===== config.mk =====
export PLATFORM = sky130hd
export DESIGN_NAME = regfile_wb_scheduler_flat
export DESIGN_NICKNAME = d
export VERILOG_FILES = /design/src/rtl/regfile_wb_scheduler_pkg.sv /design/src/rtl/regfile_wb_scheduler_if.sv /design/src/rtl/regfile_wb_scheduler_fifo.sv /design/src/rtl/regfile_wb_scheduler.sv /design/src/flat_wrapper.sv
export SDC_FILE = /design/constraint.sdc
export NUM_CORES = 1
export LEC_CHECK = 0
export CORE_UTILIZATION = 30
export CTS_BUF_LIST = sky130_fd_sc_hd__clkbuf_4 sky130_fd_sc_hd__clkbuf_8
export DETAILED_ROUTE_END_ITERATION = 7
export PLACE_DENSITY_LB_ADDON = 0.08
export SYNTH_ARGS = -nofsm -noshare
export SYNTH_HDL_FRONTEND = slang
export SYNTH_SLANG_ARGS = --single-unit

===== constraint.sdc =====
create_clock -name clk -period 4 [get_ports clk]
set_clock_uncertainty 0.1 [all_clocks]
set_input_delay 0.4 -clock clk [delete_from_list [all_inputs] [get_ports clk]]
set_output_delay 0.4 -clock clk [all_outputs]
set_load 0.01 [all_outputs]

===== src/rtl/regfile_wb_scheduler_pkg.sv =====
`default_nettype none
// ============================================================================
// Module      : regfile_sched_pkg
// Description : Shared types and defaults for the register-file write-back
//               scheduler: write-port source selector, long-result FIFO entry
//               and default sizing.
// Revision    : 1.0 - initial release
// ============================================================================
package regfile_sched_pkg;

    // Which source owns the register-file write port this cycle
    typedef enum logic [1:0] {
        SRC_NONE   = 2'd0,
        SRC_WB     = 2'd1,
        SRC_FIFO   = 2'd2,
        SRC_BYPASS = 2'd3
    } wb_src_e;

    // One buffered long-latency result
    typedef struct packed {
        logic [4:0]  rd;
        logic [31:0] data;
    } lu_entry_t;

    localparam int DEPTH_DEFAULT   = 4;
    localparam int MAX_OUT_DEFAULT = 4;

endpackage
`default_nettype wire


===== src/rtl/regfile_wb_scheduler_if.sv =====
`default_nettype none
// ============================================================================
// Module      : regfile_wb_scheduler_if
// Description : Bundle of Decode, Write-Back, long-unit and register-file
//               write-port signals handled by the scheduler.
//   master : pipeline / long-unit side (drives Decode, WB and lu_* requests)
//   slave  : scheduler side (drives lu_ready, stallD, rf_*, pending)
// Revision    : 1.0 - initial release
// ============================================================================
interface regfile_wb_scheduler_if;
    // Decode
    logic [4:0]  RS1D;
    logic [4:0]  RS2D;
    logic [4:0]  RdD;
    logic        RegWriteD;
    logic        LongD;
    // Pipeline Write-Back
    logic        RegWriteW;
    logic [4:0]  RdW;
    logic [31:0] ResultW;
    // Long-latency unit result
    logic        lu_valid;
    logic [4:0]  lu_rd;
    logic [31:0] lu_data;
    logic        lu_ready;
    // Scheduler outputs
    logic        stallD;
    logic        rf_we;
    logic [4:0]  rf_waddr;
    logic [31:0] rf_wdata;
    logic [31:0] pending;

    modport master (
        output RS1D, RS2D, RdD, RegWriteD, LongD,
        output RegWriteW, RdW, ResultW,
        output lu_valid, lu_rd, lu_data,
        input  lu_ready, stallD, rf_we, rf_waddr, rf_wdata, pending
    );

    modport slave (
        input  RS1D, RS2D, RdD, RegWriteD, LongD,
        input  RegWriteW, RdW, ResultW,
        input  lu_valid, lu_rd, lu_data,
        output lu_ready, stallD, rf_we, rf_waddr, rf_wdata, pending
    );
endinterface
`default_nettype wire


===== src/rtl/regfile_wb_scheduler_fifo.sv =====
`default_nettype none
// ============================================================================
// Module      : sched_fifo
// Description : Synchronous FIFO of long-latency results (lu_entry_t).
//   clk, rst        : clock, asynchronous active-low reset
//   push, push_data : write request / entry (ignored when full)
//   pop, pop_data   : read request (ignored when empty) / head entry
//   full, empty     : occupancy flags
//   count           : number of stored entries (0..DEPTH)
// Revision    : 1.0 - initial release
// ============================================================================
module sched_fifo
    import regfile_sched_pkg::*;
#(
    parameter int DEPTH = DEPTH_DEFAULT
) (
    input  logic                       clk,
    input  logic                       rst,
    input  logic                       push,
    input  lu_entry_t                  push_data,
    input  logic                       pop,
    output lu_entry_t                  pop_data,
    output logic                       full,
    output logic                       empty,
    output logic [$clog2(DEPTH):0]     count
);
    localparam int AW = $clog2(DEPTH);
    localparam int CW = AW + 1;

    lu_entry_t         mem [DEPTH];
    logic [AW-1:0]     rd_ptr;
    logic [AW-1:0]     wr_ptr;
    logic [CW-1:0]     cnt;
    logic              do_push;
    logic              do_pop;

    always_comb begin
        full     = (cnt == CW'(DEPTH));
        empty    = (cnt == '0);
        do_push  = push && !full;
        do_pop   = pop && !empty;
        pop_data = mem[rd_ptr];
        count    = cnt;
    end

    // Storage is not reset; only the pointers define validity.
    always_ff @(posedge clk) begin
        if (do_push) begin
            mem[wr_ptr] <= push_data;
        end
    end

    // DEPTH is a power of two, so the pointers wrap naturally.
    always_ff @(posedge clk or negedge rst) begin
        if (!rst) begin
            rd_ptr <= '0;
            wr_ptr <= '0;
            cnt    <= '0;
        end else begin
            if (do_push) begin
                wr_ptr <= wr_ptr + AW'(1);
            end
            if (do_pop) begin
                rd_ptr <= rd_ptr + AW'(1);
            end
            case ({do_push, do_pop})
                2'b10:   cnt <= cnt + CW'(1);
                2'b01:   cnt <= cnt - CW'(1);
                default: cnt <= cnt;
            endcase
        end
    end
endmodule
`default_nettype wire


===== src/rtl/regfile_wb_scheduler.sv =====
`default_nettype none
// ============================================================================
// Module      : regfile_wb_scheduler
// Description : Shares the register-file write port between the pipeline
//               Write-Back stage and a long-latency unit. Keeps a scoreboard
//               of registers awaiting long results, stalls Decode on RAW/WAW
//               hazards and buffers long results while WB owns the port.
//   clk, rst : clock, asynchronous active-low reset
//   bus      : Decode / WB / long-unit inputs, rf_* write port, lu_ready,
//              stallD and the pending scoreboard vector
// Revision    : 1.0 - initial release
// ============================================================================
module regfile_wb_scheduler
    import regfile_sched_pkg::*;
#(
    parameter int DEPTH   = DEPTH_DEFAULT,
    parameter int MAX_OUT = MAX_OUT_DEFAULT
) (
    input  logic                    clk,
    input  logic                    rst,
    regfile_wb_scheduler_if.slave   bus
);
    localparam int CW = $clog2(DEPTH) + 1;
    localparam int OW = $clog2(MAX_OUT) + 1;

    logic [31:0]    pending_q;
    logic [OW-1:0]  outstanding_q;

    lu_entry_t      fifo_head;
    lu_entry_t      fifo_in;
    logic           fifo_full;
    logic           fifo_empty;
    logic [CW-1:0]  fifo_count;
    logic           fifo_push;
    logic           fifo_pop;

    wb_src_e        src;
    logic           wb_active;
    logic           lu_fire;
    logic           long_wr;
    logic [4:0]     long_rd;
    logic [31:0]    pend_eff;
    logic           stall;
    logic           issue;
    logic [31:0]    set_mask;
    logic [31:0]    clr_mask;

    sched_fifo #(
        .DEPTH (DEPTH)
    ) u_fifo (
        .clk       (clk),
        .rst       (rst),
        .push      (fifo_push),
        .push_data (fifo_in),
        .pop       (fifo_pop),
        .pop_data  (fifo_head),
        .full      (fifo_full),
        .empty     (fifo_empty),
        .count     (fifo_count)
    );

    always_comb begin
        wb_active = bus.RegWriteW && (bus.RdW != 5'd0);
        lu_fire   = bus.lu_valid && !fifo_full;

        // Bypass only when nothing older is queued and WB is idle, which
        // keeps long results in arrival order. x0 results never select.
        if (wb_active) begin
            src = SRC_WB;
        end else if (!fifo_empty) begin
            src = SRC_FIFO;
        end else if (bus.lu_valid && (bus.lu_rd != 5'd0)) begin
            src = SRC_BYPASS;
        end else begin
            src = SRC_NONE;
        end

        fifo_in.rd   = bus.lu_rd;
        fifo_in.data = bus.lu_data;
        // x0 results are accepted but dropped instead of queued
        fifo_push    = lu_fire && (bus.lu_rd != 5'd0) && (src != SRC_BYPASS);
        fifo_pop     = (src == SRC_FIFO);

        long_wr = (src == SRC_FIFO) || (src == SRC_BYPASS);
        long_rd = (src == SRC_FIFO) ? fifo_head.rd : bus.lu_rd;

        bus.rf_we    = 1'b0;
        bus.rf_waddr = 5'd0;
        bus.rf_wdata = 32'd0;
        unique case (src)
            SRC_WB: begin
                bus.rf_we    = 1'b1;
                bus.rf_waddr = bus.RdW;
                bus.rf_wdata = bus.ResultW;
            end
            SRC_FIFO: begin
                bus.rf_we    = 1'b1;
                bus.rf_waddr = fifo_head.rd;
                bus.rf_wdata = fifo_head.data;
            end
            SRC_BYPASS: begin
                bus.rf_we    = 1'b1;
                bus.rf_waddr = bus.lu_rd;
                bus.rf_wdata = bus.lu_data;
            end
            default: begin
                bus.rf_we    = 1'b0;
            end
        endcase

        // Hazards are checked against the registered scoreboard only, so a
        // clear releases the stall one cycle later.
        pend_eff = {pending_q[31:1], 1'b0};
        stall    = pend_eff[bus.RS1D]
                 | pend_eff[bus.RS2D]
                 | (bus.RegWriteD && pend_eff[bus.RdD])
                 | (bus.LongD && (outstanding_q == OW'(MAX_OUT)));
        issue    = bus.LongD && bus.RegWriteD && (bus.RdD != 5'd0) && !stall;

        set_mask = issue   ? (32'd1 << bus.RdD) : 32'd0;
        clr_mask = long_wr ? (32'd1 << long_rd) : 32'd0;

        bus.lu_ready = !fifo_full;
        bus.stallD   = stall;
        bus.pending  = pending_q;
    end

    always_ff @(posedge clk or negedge rst) begin
        if (!rst) begin
            pending_q     <= 32'd0;
            outstanding_q <= '0;
        end else begin
            pending_q <= (pending_q | set_mask) & ~clr_mask;
            case ({issue, long_wr})
                2'b10:   outstanding_q <= outstanding_q + OW'(1);
                2'b01:   outstanding_q <= outstanding_q - OW'(1);
                default: outstanding_q <= outstanding_q;
            endcase
        end
    end

    // Pipeline WB must never target a register still awaiting a long result.
    a_no_wb_to_pending: assert property (
        @(posedge clk) disable iff (!rst) !(wb_active && pending_q[bus.RdW])
    );

    a_fifo_bound: assert property (
        @(posedge clk) disable iff (!rst) fifo_count <= CW'(DEPTH)
    );
endmodule
`default_nettype wire


===== src/flat_wrapper.sv =====
// flat-port wrapper written by rule: the top's interface ports become plain ports
module regfile_wb_scheduler_flat import regfile_sched_pkg::*;
#(
    parameter int DEPTH   = DEPTH_DEFAULT,
    parameter int MAX_OUT = MAX_OUT_DEFAULT
)
  (clk, rst, bus_RS1D, bus_RS2D, bus_RdD, bus_RegWriteD, bus_LongD, bus_RegWriteW, bus_RdW, bus_ResultW, bus_lu_valid, bus_lu_rd, bus_lu_data, bus_lu_ready, bus_stallD, bus_rf_we, bus_rf_waddr, bus_rf_wdata, bus_pending);
  regfile_wb_scheduler_if bus_i ();
  input  logic clk;
  input  logic rst;
  input wire logic [$bits(bus_i.RS1D)-1:0] bus_RS1D;
  input wire logic [$bits(bus_i.RS2D)-1:0] bus_RS2D;
  input wire logic [$bits(bus_i.RdD)-1:0] bus_RdD;
  input wire logic [$bits(bus_i.RegWriteD)-1:0] bus_RegWriteD;
  input wire logic [$bits(bus_i.LongD)-1:0] bus_LongD;
  input wire logic [$bits(bus_i.RegWriteW)-1:0] bus_RegWriteW;
  input wire logic [$bits(bus_i.RdW)-1:0] bus_RdW;
  input wire logic [$bits(bus_i.ResultW)-1:0] bus_ResultW;
  input wire logic [$bits(bus_i.lu_valid)-1:0] bus_lu_valid;
  input wire logic [$bits(bus_i.lu_rd)-1:0] bus_lu_rd;
  input wire logic [$bits(bus_i.lu_data)-1:0] bus_lu_data;
  output wire logic [$bits(bus_i.lu_ready)-1:0] bus_lu_ready;
  output wire logic [$bits(bus_i.stallD)-1:0] bus_stallD;
  output wire logic [$bits(bus_i.rf_we)-1:0] bus_rf_we;
  output wire logic [$bits(bus_i.rf_waddr)-1:0] bus_rf_waddr;
  output wire logic [$bits(bus_i.rf_wdata)-1:0] bus_rf_wdata;
  output wire logic [$bits(bus_i.pending)-1:0] bus_pending;
  assign bus_i.RS1D = bus_RS1D;
  assign bus_i.RS2D = bus_RS2D;
  assign bus_i.RdD = bus_RdD;
  assign bus_i.RegWriteD = bus_RegWriteD;
  assign bus_i.LongD = bus_LongD;
  assign bus_i.RegWriteW = bus_RegWriteW;
  assign bus_i.RdW = bus_RdW;
  assign bus_i.ResultW = bus_ResultW;
  assign bus_i.lu_valid = bus_lu_valid;
  assign bus_i.lu_rd = bus_lu_rd;
  assign bus_i.lu_data = bus_lu_data;
  assign bus_lu_ready = bus_i.lu_ready;
  assign bus_stallD = bus_i.stallD;
  assign bus_rf_we = bus_i.rf_we;
  assign bus_rf_waddr = bus_i.rf_waddr;
  assign bus_rf_wdata = bus_i.rf_wdata;
  assign bus_pending = bus_i.pending;
  regfile_wb_scheduler #(.DEPTH(DEPTH), .MAX_OUT(MAX_OUT)) u_core (.clk(clk), .rst(rst), .bus(bus_i));
endmodule

==> results of run 1 <==
stage by stage:
stage	setup WS [ns]	hold slack (ns)	utilization	area, um2	power, mW
finish	0.308	0.403	0.389	12000	6.38
global route	0.185	0.415	0.389	12000	6.75
CTS	0.305	0.407	0.389	12000	6.50
detailed placement	0.173	0.388	0.376	11600	5.22
global placement	0.243	0.357	0.376	11600	5.17
floorplan	0.708	0.00441	-	9480	4.20
registers in the layout, indices dropped and copies added (netlist names):
name,count
u_core.u_fifo.mem,148
u_core.bus.pending,32
u_core.outstanding_q,3
u_core.u_fifo.count,3
u_core.u_fifo.rd_ptr,2
u_core.u_fifo.wr_ptr,2
metal layers:
layer / GRT usage / vias to the layer above
li1: - / 3109
met1: 0.208 / 3467
met2: 0.289 / 235
met3: 0.0312 / 32
met4: 0.0531 / 0
met5: 0 / -
layout make-up:
| type | instances | area [um2] | area share |
|---|---|---|---|
| inverter | 43 | 161 | 0.0134 |
| clock inverter | 15 | 169 | 0.0141 |
| tap | 396 | 495 | 0.0413 |
| timing repair buffer | 187 | 1830 | 0.152 |
| clock buffer | 17 | 234 | 0.0195 |
| multi-input combinational | 444 | 3620 | 0.301 |
| sequential | 190 | 5500 | 0.458 |
logic make-up (layout without fill, tap and decap cells):
family / after synthesis / after routing
XOR/XNOR: 9 / 9
adder cells (fa/ha/maj): 8 / 8
buffers and inverters: 90 / 262
AO/OA/AOI/OAI: 110 / 110
flip-flops: 190 / 190
AND/OR/NAND/NOR: 245 / 245
multiplexers: 72 / 72
power breakdown:
group / leakage (nW) / switching, mW / internal (mW) / total, mW
sequential: 1.92 / 0.211 / 2.52 / 2.73
clock: 0.204 / 0.778 / 0.478 / 1.26
combinational: 1.95 / 1.30 / 1.09 / 2.39
final timing paths:
kind | endpoint | slack, ns | start
setup reg to reg | u_core.outstanding_q[2] | 0.79 | u_core.bus.pending[20]
max in group asynchronous | u_core.u_fifo.rd_ptr[1] | 2.61 | rst
min in group asynchronous | u_core.bus.pending[9] | 0.53 | rst
hold reg to reg | u_core.outstanding_q[0] | 0.40 | u_core.outstanding_q[0]
setup / recovery | bus_stallD | 0.31 | bus_RS1D[1]
hold / removal | u_core.outstanding_q[0] | 0.40 | u_core.outstanding_q[0]
cells in the mapped netlist (4+ instances only):
| master | n |
|---|---|
| sky130_fd_sc_hd__and2_1 | 9 |
| sky130_fd_sc_hd__mux4_2 | 52 |
| sky130_fd_sc_hd__nor2b_1 | 4 |
| sky130_fd_sc_hd__a21oi_1 | 6 |
| sky130_fd_sc_hd__and3_1 | 4 |
| sky130_fd_sc_hd__a221oi_1 | 19 |
| sky130_fd_sc_hd__nor4_1 | 11 |
| sky130_fd_sc_hd__clkbuf_1 | 29 |
| sky130_fd_sc_hd__mux2i_1 | 11 |
| sky130_fd_sc_hd__o21ai_1 | 4 |
| sky130_fd_sc_hd__nand2_1 | 52 |
| sky130_fd_sc_hd__dfrtp_1 | 42 |
| sky130_fd_sc_hd__nor2_1 | 83 |
| sky130_fd_sc_hd__edfxtp_1 | 148 |
| sky130_fd_sc_hd__xnor2_1 | 5 |
| sky130_fd_sc_hd__a211oi_1 | 10 |
| sky130_fd_sc_hd__xor2_1 | 4 |
| sky130_fd_sc_hd__nand4_1 | 4 |
| sky130_fd_sc_hd__inv_1 | 43 |
| sky130_fd_sc_hd__mux2_2 | 7 |
| sky130_fd_sc_hd__nor3_1 | 13 |
| sky130_fd_sc_hd__buf_2 | 12 |
| sky130_fd_sc_hd__nand3_1 | 46 |
| sky130_fd_sc_hd__a31oi_1 | 38 |
| sky130_fd_sc_hd__ha_1 | 6 |
cell usage in the layout, fill, tap and decap left out, drive strengths merged, types with 6 or more instances in the layout:
master	Yosys	routed
clkdlybuf4s50	0	165
edfxtp	148	148
nor2	83	83
nand2	53	53
mux4	52	52
inv	43	52
nand3	46	46
dfrtp	42	42
a31oi	38	38
buf	18	21
a221oi	20	20
clkbuf	29	17
nor3	13	13
mux2i	11	11
nor4	11	11
a211oi	10	10
mux2	9	9
and2	9	9
o21ai	8	8
nand4	8	8
a21oi	7	7
ha	6	6
clkinv	0	6
nor3b	6	6
==> run summary, run 1 <==
Outcome: finished, violations left
Failing checks: DRC
# H-tree levels: 4
Slew Limit Fails: 0
Remaining max-slew budget at the tightest pin: 0.263
Xor/xnor cell area share of the yosys netlist: 0.00832
Starting DRT DRC Count: 478
GRT Residual Overflow: 0
Post-CTS setup repair buffer count: 0
Residual DRC: 13
Clock Tree Buf Depth: 2
Worst Path Max Fanout: 9
Vertical die dimension: 180 um
Slowest stage delay, CP: 0.73 ns
Residual antenna-violating net count after detailed routing: 0
Final worst-path cycle share: 0.923
Yosys cell types: 62
Initial antenna violation count: 0
Combinational family with the most area after synthesis: multiplexers
Achievable frequency: 271 MHz
Cells after synthesis: 724
Ys Warns: 0
Synthesis-to-finish area growth: 26.7%
First-pass GRT wire length: 40.9 mm
Tightest Pin Transition: 1.11 ns
Classification of the worst setup path: primary input to output pin
Net count after synthesis: 827
Area fraction in compound gates after synthesis: 0.0889
Number of gates on the worst path with buffers counted: 8
Global Route Usage Sum: 0.166
Wire length on met2: 13.4 mm
Via density per instance: 5.30
Count of cells along the worst register-to-register path: 13
Met3 wire len: 1.35 mm
Final critical-path required period: 3.69 ns
Cell with the largest stage delay on the worst path: sky130_fd_sc_hd__clkdlybuf4s50_1
Total detailed-routing wirelength: 26.7 mm
Largest area contributor in the netlist: sky130_fd_sc_hd__edfxtp_1
WL per Instance: 20.6 um
Prevailing post-synth register cell: sky130_fd_sc_hd__edfxtp_1
Clk sink count: 190
Post-Synth Simple-Gate Area: 0.125
Topmost layer with routed signal wires: met4
Setup repair after global routing missed its margin: no
Clk Tree Root Cell: sky130_fd_sc_hd__clkbuf_8
Layout filler cell count: 2,927
Count of maximum capacitance violations: 0
TritonCTS Buffers: 17
Worst Setup End Kind: output pin
Combined buffer and inverter count along the critical path: 2
Startpoint Class: primary input
Weighted congestion reported at the end of routability-driven placement: 0.849
Setup violation total in the final timing report: 0
Diode count: 0
Power per standard cell area: 531 nW/um2
Largest net degree at the start of global routing: 44
Initial standard-cell utilization of the core: 0.307
Register bit count reported by yosys: 190
Most frequent cell on the critical path: sky130_fd_sc_hd__clkdlybuf4s50_1
Series of cell instances along the critical path: clkdlybuf4s50_1 -> mux4_2 -> o22ai_1 -> o32ai_1 -> a2111oi_4 -> and2_1 -> nand2_1 -> clkdlybuf4s50_1
Core outline area: 30,800 um2
Clock tree from TritonCTS: built
Post-layout nets: 986
Met1 layer wirelength in the final routing: 11.5 mm
Share of synthesized cell area in full adder, half adder and majority cells: 0.0121
Clock Latency Late Sink: 0.46 ns
Width of the die: 180 um
Die area: 32,300 um2
Accumulated negative setup slack: 0 ns
Arrival time worst endpoint: 3.19 ns
Cell family with the largest share of critical-path delay: buffers and inverters
Post-synth EDFFs: 148
Ratio of cells with drive above 1 in the final layout: 0.147
Clk pin slew, worst setup/hold paths: 0.11 ns
Io pins: 167
Post-Synthesis Mean Instance Area: 13.1 um2
Std-Cell Rows: 64
IO Port Bufs: 166
Post-cts gate resize count: 0
FFs w/ async S/R, synth: 0.221
First-pass iteration count of the detailed router: 7
Via count of the first global-routing pass: 7,074
Part of the Yosys area used for sequential elements: 0.580
Class of the tightest hold or removal check: flip-flop to flip-flop
Data required time of the worst path: 3.50 ns
Post-Synthesis Cell Area: 9480 um2
Number of buffers inserted by hold repair at cts: 1
Top cells by area in the synthesized netlist: sky130_fd_sc_hd__edfxtp_1 (47%), sky130_fd_sc_hd__mux4_2 (12%), sky130_fd_sc_hd__dfrtp_1 (11%), sky130_fd_sc_hd__nor2_1 (3.3%), sky130_fd_sc_hd__a31oi_1 (2.5%)
Placed Cells incl. Taps: 1,259
Min-Delay Path Depth: 1
DR vias: 6,843
Standby leakage power: 4.06 nW
Final hold violation count: 0
Non-Filler Instances: 1,292
HPWL after DPL: 18.7 mm
Worst VDD drop: 0.000232 V
Multiplexer share of the synthesized area: 0.146
Area fraction of the dominant cell type after synthesis: 0.469
No activity file was read; power rests on OpenSTA's default activity.
==> inputs of run 2 (changes only) <==
--- a/config.mk
+++ b/config.mk
@@ -5,6 +5,7 @@
 export SDC_FILE = /design/constraint.sdc
 export NUM_CORES = 1
 export LEC_CHECK = 0
+export CORE_ASPECT_RATIO = 0.75
 export CORE_UTILIZATION = 30
 export CTS_BUF_LIST = sky130_fd_sc_hd__clkbuf_4 sky130_fd_sc_hd__clkbuf_8
 export DETAILED_ROUTE_END_ITERATION = 7
==> run summary, run 2 (synthesis gave the netlist of run 1 again) <==
Outcome: finished, violations left (unchanged)
Failing checks: hold timing (was DRC)
Remaining max-slew budget at the tightest pin: 0.266 (was 0.263)
Met1 layer wirelength in the final routing: 14.5 mm (was 11.5 mm)
Clock Latency Late Sink: 0.45 ns (was 0.46 ns)
Tightest Pin Transition: 1.10 ns (was 1.11 ns)
Via density per instance: 5.22 (was 5.30)
Smallest hold slack: -0.00579 ns (was 0.403 ns)
Die area: 32,300 um2 (about the same)
Post-cts gate resize count: 0 (unchanged)
Class of the tightest hold or removal check: primary input to asynchronous set/reset pin (was flip-flop to flip-flop)
Setup slack at placement: 0.0918 ns (was 0.173 ns)
Final setup margin: 0.313 ns (was 0.308 ns)
Setup repair after global routing missed its margin: no (unchanged)
Width of the die: 207 um (was 180 um)
Starting DRT DRC Count: 631 (was 478)
Setup violation total in the final timing report: 0 (unchanged)
Clk sink count: 190 (unchanged)
Count of maximum capacitance violations: 0 (unchanged)
Via count of the first global-routing pass: 6,880 (was 7,074)
Clock Tree Buf Depth: 2 (unchanged)
Standby leakage power: 4.12 nW (was 4.06 nW)
Residual DRC: 0 (was 13)
Classification of the worst setup path: primary input to output pin (unchanged)
Arrival time worst endpoint: 3.19 ns (about the same)
TritonCTS Buffers: 17 (unchanged)
Worst Setup End Kind: output pin (unchanged)
HPWL after DPL: 20.8 mm (was 18.7 mm)
Global Route Usage Sum: 0.181 (was 0.166)
Wire length on met2: 12.4 mm (was 13.4 mm)
Commonest non-fill, non-tap cells in the layout: sky130_fd_sc_hd__clkdlybuf4s50_1 (165), sky130_fd_sc_hd__edfxtp_1 (148), sky130_fd_sc_hd__nor2_1 (83), sky130_fd_sc_hd__mux4_2 (52), sky130_fd_sc_hd__nand2_1 (52) (unchanged)
Clk pin slew, worst setup/hold paths: 0.11 ns (about the same)
Std-Cell Rows: 55 (was 64)
Ratio of cells with drive above 1 in the final layout: 0.160 (was 0.147)
Slew Limit Fails: 0 (unchanged)
Initial standard-cell utilization of the core: 0.309 (was 0.307)
Flip-flop count of the largest register after layout: 148 (unchanged)
Number of buffers inserted by hold repair at cts: 0 (was 1)
Accumulated negative setup slack: 0 ns (unchanged)
Io pins: 167 (unchanged)
Achievable frequency: 271 MHz (about the same)
Commonest non-fill, non-tap cell in the layout: sky130_fd_sc_hd__clkdlybuf4s50_1 (unchanged)
Data required time of the worst path: 3.50 ns (about the same)
Clk Tree Root Cell: sky130_fd_sc_hd__clkbuf_8 (unchanged)
Worst Path Max Fanout: 9 (unchanged)
Weighted congestion reported at the end of routability-driven placement: 0.909 (was 0.849)
Power per standard cell area: 528 nW/um2 (was 531 nW/um2)
WL per Instance: 22.2 um (was 20.6 um)
Top reg by flops: u_core.u_fifo.mem (unchanged)
Post-layout nets: 997 (was 986)
Initial antenna violation count: 1 (was 0)
Layout filler cell count: 2,883 (was 2,927)
First-pass GRT wire length: 43.4 mm (was 40.9 mm)
First-pass iteration count of the detailed router: 7 (unchanged)
Final worst-path cycle share: 0.922 (was 0.923)
Post-CTS setup repair buffer count: 0 (unchanged)
Core outline area: 30,600 um2 (was 30,800 um2)
# H-tree levels: 4 (unchanged)
Met3 wire len: 1.85 mm (was 1.35 mm)
Largest net degree at the start of global routing: 54 (was 44)
Clock tree from TritonCTS: built (unchanged)
Final hold violation count: 5 (was 0)
IO Port Bufs: 166 (unchanged)
Vertical die dimension: 156 um (was 180 um)
Total detailed-routing wirelength: 29.0 mm (was 26.7 mm)
DR vias: 6,821 (was 6,843)
Topmost layer with routed signal wires: met4 (unchanged)
GRT Residual Overflow: 0 (unchanged)
Startpoint Class: primary input (unchanged)
Residual antenna-violating net count after detailed routing: 0 (unchanged)
Final critical-path required period: 3.69 ns (about the same)
Synthesis-to-finish area growth: 27.6% (was 26.7%)
Worst VDD drop: 0.000239 V (was 0.000232 V)
Diode count: 0 (unchanged)
[run 2: metrics by stage]
step                area, um2  total power [mW]  utilization  cells
floorplan                9480              4.20            -    724
global placement        11700              5.19        0.382   1274
detailed placement      11700              5.24        0.382   1274
CTS                     12100              6.50        0.395   1306
global route            12100              6.75        0.395   1306
finish                  12100              6.38        0.395   1306
[run 2: final timing paths]
| check | slack (ns) | cells after the start | end | start |
|---|---|---|---|---|
| worst max register to register | 0.60 | 12 | u_core.outstanding_q[2] | u_core.bus.pending[20] |
| worst min-delay path | -0.006 | 1 | u_core.bus.pending[21] | rst |
| worst max-delay path | 0.31 | 8 | bus_stallD | bus_RS1D[1] |
| max in group asynchronous | 3.10 | 1 | u_core.u_fifo.rd_ptr[1] | rst |
| min in group clk | 0.37 | 1 | u_core.outstanding_q[2] | u_core.outstanding_q[2] |
| worst min register to register | 0.37 | 1 | u_core.outstanding_q[2] | u_core.outstanding_q[2] |
[run 2: area by class of cell]
cell class	instances	area [um2]	area share
tap	399	499	0.0413
multi-input combinational	444	3620	0.299
clock inverter	14	163	0.0135
sequential	190	5500	0.455
inverter	43	161	0.0134
clock buffer	18	241	0.0200
timing repair buffer	198	1910	0.158
[run 2: layer usage]
metal  track usage  vias up
met4        0.0444        0
met3        0.0423       23
met2         0.260      212
met5             0        -
met1         0.272     3448
li1              -     3138
[run 2: critical path, cell delays in order]
cell and delay [ns]:
sky130_fd_sc_hd__clkdlybuf4s50_1 0.68, sky130_fd_sc_hd__mux4_2 0.57, sky130_fd_sc_hd__o22ai_1 0.18, sky130_fd_sc_hd__o32ai_1 0.13, sky130_fd_sc_hd__a2111oi_4 0.38, sky130_fd_sc_hd__and2_1 0.28, sky130_fd_sc_hd__nand2_1 0.07, sky130_fd_sc_hd__clkdlybuf4s50_1 0.49
[run 2: report_power, final]
part / switching (mW) / internal [mW] / leakage [nW]
Clock: 0.764 / 0.485 / 0.204
Combinational: 1.33 / 1.11 / 2.00
Sequential: 0.170 / 2.52 / 1.92
==> inputs of run 3 (changes only) <==
--- a/config.mk
+++ b/config.mk
@@ -13,3 +13,4 @@
 export SYNTH_ARGS = -nofsm -noshare
 export SYNTH_HDL_FRONTEND = slang
 export SYNTH_SLANG_ARGS = --single-unit
+export TNS_END_PERCENT = 100
==> constraint.sdc (replaced) <==
create_clock -name clk -period 3.3 [get_ports clk]
set_clock_uncertainty 0.1 [all_clocks]
set_input_delay 0.33 -clock clk [delete_from_list [all_inputs] [get_ports clk]]
set_output_delay 0.33 -clock clk [all_outputs]
set_load 0.01 [all_outputs]
==> run summary, run 3 (synthesis gave the netlist of run 1 again) <==
Outcome: complete, no violations (was finished, violations left)
Tightest Pin Transition: 0.998 ns (was 1.10 ns)
Remaining max-slew budget at the tightest pin: 0.335 (was 0.266)
Combined buffer and inverter count along the critical path: 2 (unchanged)
Flip-flop count of the largest register after layout: 148 (unchanged)
Worst VDD drop: 0.000303 V (was 0.000239 V)
Worst Path Max Fanout: 20 (was 9)
Setup slack at placement: -0.423 ns (was 0.0918 ns)
Data required time of the worst path: 2.87 ns (was 3.50 ns)
Starting DRT DRC Count: 582 (was 631)
Largest net degree at the start of global routing: 43 (was 54)
Diode count: 0 (unchanged)
Clock Tree Buf Depth: 2 (unchanged)
Count of maximum capacitance violations: 0 (unchanged)
Smallest hold slack: 0.382 ns (was -0.00579 ns)
Setup violation total in the final timing report: 0 (unchanged)
Vertical die dimension: 156 um (unchanged)
IO Port Bufs: 166 (unchanged)
Via count of the first global-routing pass: 7,419 (was 6,880)
Initial antenna violation count: 1 (unchanged)
Placed Area: 12,200 um2 (was 11,700 um2)
Global Route Usage Sum: 0.187 (was 0.181)
Series of cell instances along the critical path: or3_2 -> buf_4 -> o2111a_1 -> a221o_1 -> clkdlybuf4s50_1 (was clkdlybuf4s50_1 -> mux4_2 -> o22ai_1 -> o32ai_1 -> a2111oi_4 -> and2_1 -> nand2_1 -> clkdlybuf4s50_1)
Clk pin slew, worst setup/hold paths: 0.10 ns (was 0.11 ns)
WL per Instance: 21.7 um (was 22.2 um)
Clock tree from TritonCTS: built (unchanged)
Ratio of cells with drive above 1 in the final layout: 0.214 (was 0.160)
Clk Tree Root Cell: sky130_fd_sc_hd__clkbuf_8 (unchanged)
Synthesis-to-finish area growth: 33.9% (was 27.6%)
Total power draw: 7.96 mW (was 6.38 mW)
Residual DRC: 0 (unchanged)
Commonest non-fill, non-tap cells in the layout: sky130_fd_sc_hd__clkdlybuf4s50_1 (162), sky130_fd_sc_hd__edfxtp_1 (148), sky130_fd_sc_hd__nor2_1 (83), sky130_fd_sc_hd__buf_4 (74) (was sky130_fd_sc_hd__clkdlybuf4s50_1 (165), sky130_fd_sc_hd__edfxtp_1 (148), sky130_fd_sc_hd__nor2_1 (83), sky130_fd_sc_hd__mux4_2 (52), sky130_fd_sc_hd__nand2_1 (52))
GRT Residual Overflow: 0 (unchanged)
Io pins: 167 (unchanged)
Non-Filler Instances: 1,362 (was 1,306)
Initial standard-cell utilization of the core: 0.309 (unchanged)
Cell family with the largest share of critical-path delay: buffers and inverters (unchanged)
Arrival time worst endpoint: 2.75 ns (was 3.19 ns)
Placed Cells incl. Taps: 1,328 (was 1,274)
Setup repair after global routing missed its margin: no (unchanged)
DR vias: 7,178 (was 6,821)
Power per standard cell area: 627 nW/um2 (was 528 nW/um2)
Width of the die: 207 um (unchanged)
Weighted congestion reported at the end of routability-driven placement: 0.977 (was 0.909)
Final hold violation count: 0 (was 5)
# H-tree levels: 4 (unchanged)
TritonCTS Buffers: 17 (unchanged)
Die area: 32,300 um2 (unchanged)
Slew Limit Fails: 0 (unchanged)
Top reg by flops: u_core.u_fifo.mem (unchanged)
Post-layout nets: 1,054 (was 997)
Residual antenna-violating net count after detailed routing: 0 (unchanged)
Core outline area: 30,600 um2 (unchanged)
Achievable frequency: 315 MHz
First-pass GRT wire length: 45.3 mm (was 43.4 mm)
Fin util: 0.414 (was 0.395)
Accumulated negative setup slack: 0 ns (unchanged)
Final worst-path cycle share: 0.963
Final setup margin: 0.122 ns (was 0.313 ns)
Worst Setup End Kind: output pin (unchanged)
Final critical-path required period: 3.18 ns
Clk sink count: 190 (unchanged)
Commonest non-fill, non-tap cell in the layout: sky130_fd_sc_hd__clkdlybuf4s50_1 (unchanged)
Standby leakage power: 4.47 nW (was 4.12 nW)
Classification of the worst setup path: flip-flop to output pin (was primary input to output pin)
Final Instance Area: 12,700 um2 (was 12,100 um2)
HPWL after DPL: 22.1 mm (was 20.8 mm)
Class of the tightest hold or removal check: flip-flop to flip-flop (was primary input to asynchronous set/reset pin)
Via density per instance: 5.27 (was 5.22)
Cell with the largest stage delay on the worst path: sky130_fd_sc_hd__or3_2 (was sky130_fd_sc_hd__clkdlybuf4s50_1)
First-pass iteration count of the detailed router: 7 (unchanged)
Startpoint Class: flip-flop (was primary input)
Total detailed-routing wirelength: 29.5 mm (was 29.0 mm)
Slowest stage delay, CP: 0.61 ns (was 0.68 ns)
Std-Cell Rows: 55 (unchanged)
Clock Latency Late Sink: 0.46 ns (was 0.45 ns)
-- run 3: changes by cell type in the layout (fill, tap and decap cells not counted), sizes merged --
cell	previous run	this run
clkinv	5	7
inv	52	50
dlygate4sd2	0	2
clkdlybuf4s50	165	162
dlymetal6s2s	0	1
clkbuf	18	17
dlygate4sd3	0	1
buf	33	89
-- run 3: power by group --
part | internal (mW) | switching [mW]
combinational | 1.52 | 1.71
sequential | 3.04 | 0.167
clock | 0.573 | 0.942
total | 5.14 | 2.82
-- run 3: path summary, 6_finish.rpt --
path	end	slack, ns	depth (start not counted)	start
min reg2reg	u_core.outstanding_q[2]	0.38	1	u_core.outstanding_q[2]
max	bus_rf_waddr[0]	0.12	5	u_core.u_fifo.count[2]
max reg2reg	u_core.outstanding_q[2]	0.24	12	u_core.bus.pending[10]
min	u_core.outstanding_q[2]	0.38	1	u_core.outstanding_q[2]
max in group asynchronous	u_core.u_fifo.rd_ptr[0]	1.94	2	rst
min in group asynchronous	u_core.bus.pending[22]	0.49	2	rst
-- run 3: final cells by class --
cell class / count / area [um2]
flip-flops and latches: 190 / 5500
fillers: 2838 / 17900
clock buffers: 17 / 234
well taps: 399 / 499
inverters: 43 / 161
clock inverters: 14 / 163
multi-input cells: 444 / 3630
repair buffers: 255 / 2490
-- run 3: repair_timing --
item                       4_1_cts  5_1_grt
setup endpoints to repair        1        8
buffers inserted                 2        0
hold endpoints to repair        42        0
gates cloned                     0        0
hold buffers                     1        0
pin swaps                        2        1
gates resized for setup          7        4
-- run 3: per-layer routing --
metal | routed length (um) | GRT usage | vias to the layer above | share of wire
li1 | - | - | 3247 | -
met1 | 14400 | 0.277 | 3660 | 0.49
met2 | 12800 | 0.276 | 246 | 0.43
met3 | 2040 | 0.0455 | 25 | 0.069
met4 | 250 | 0.0405 | 0 | 0.0085
met5 | 0 | 0 | - | 0
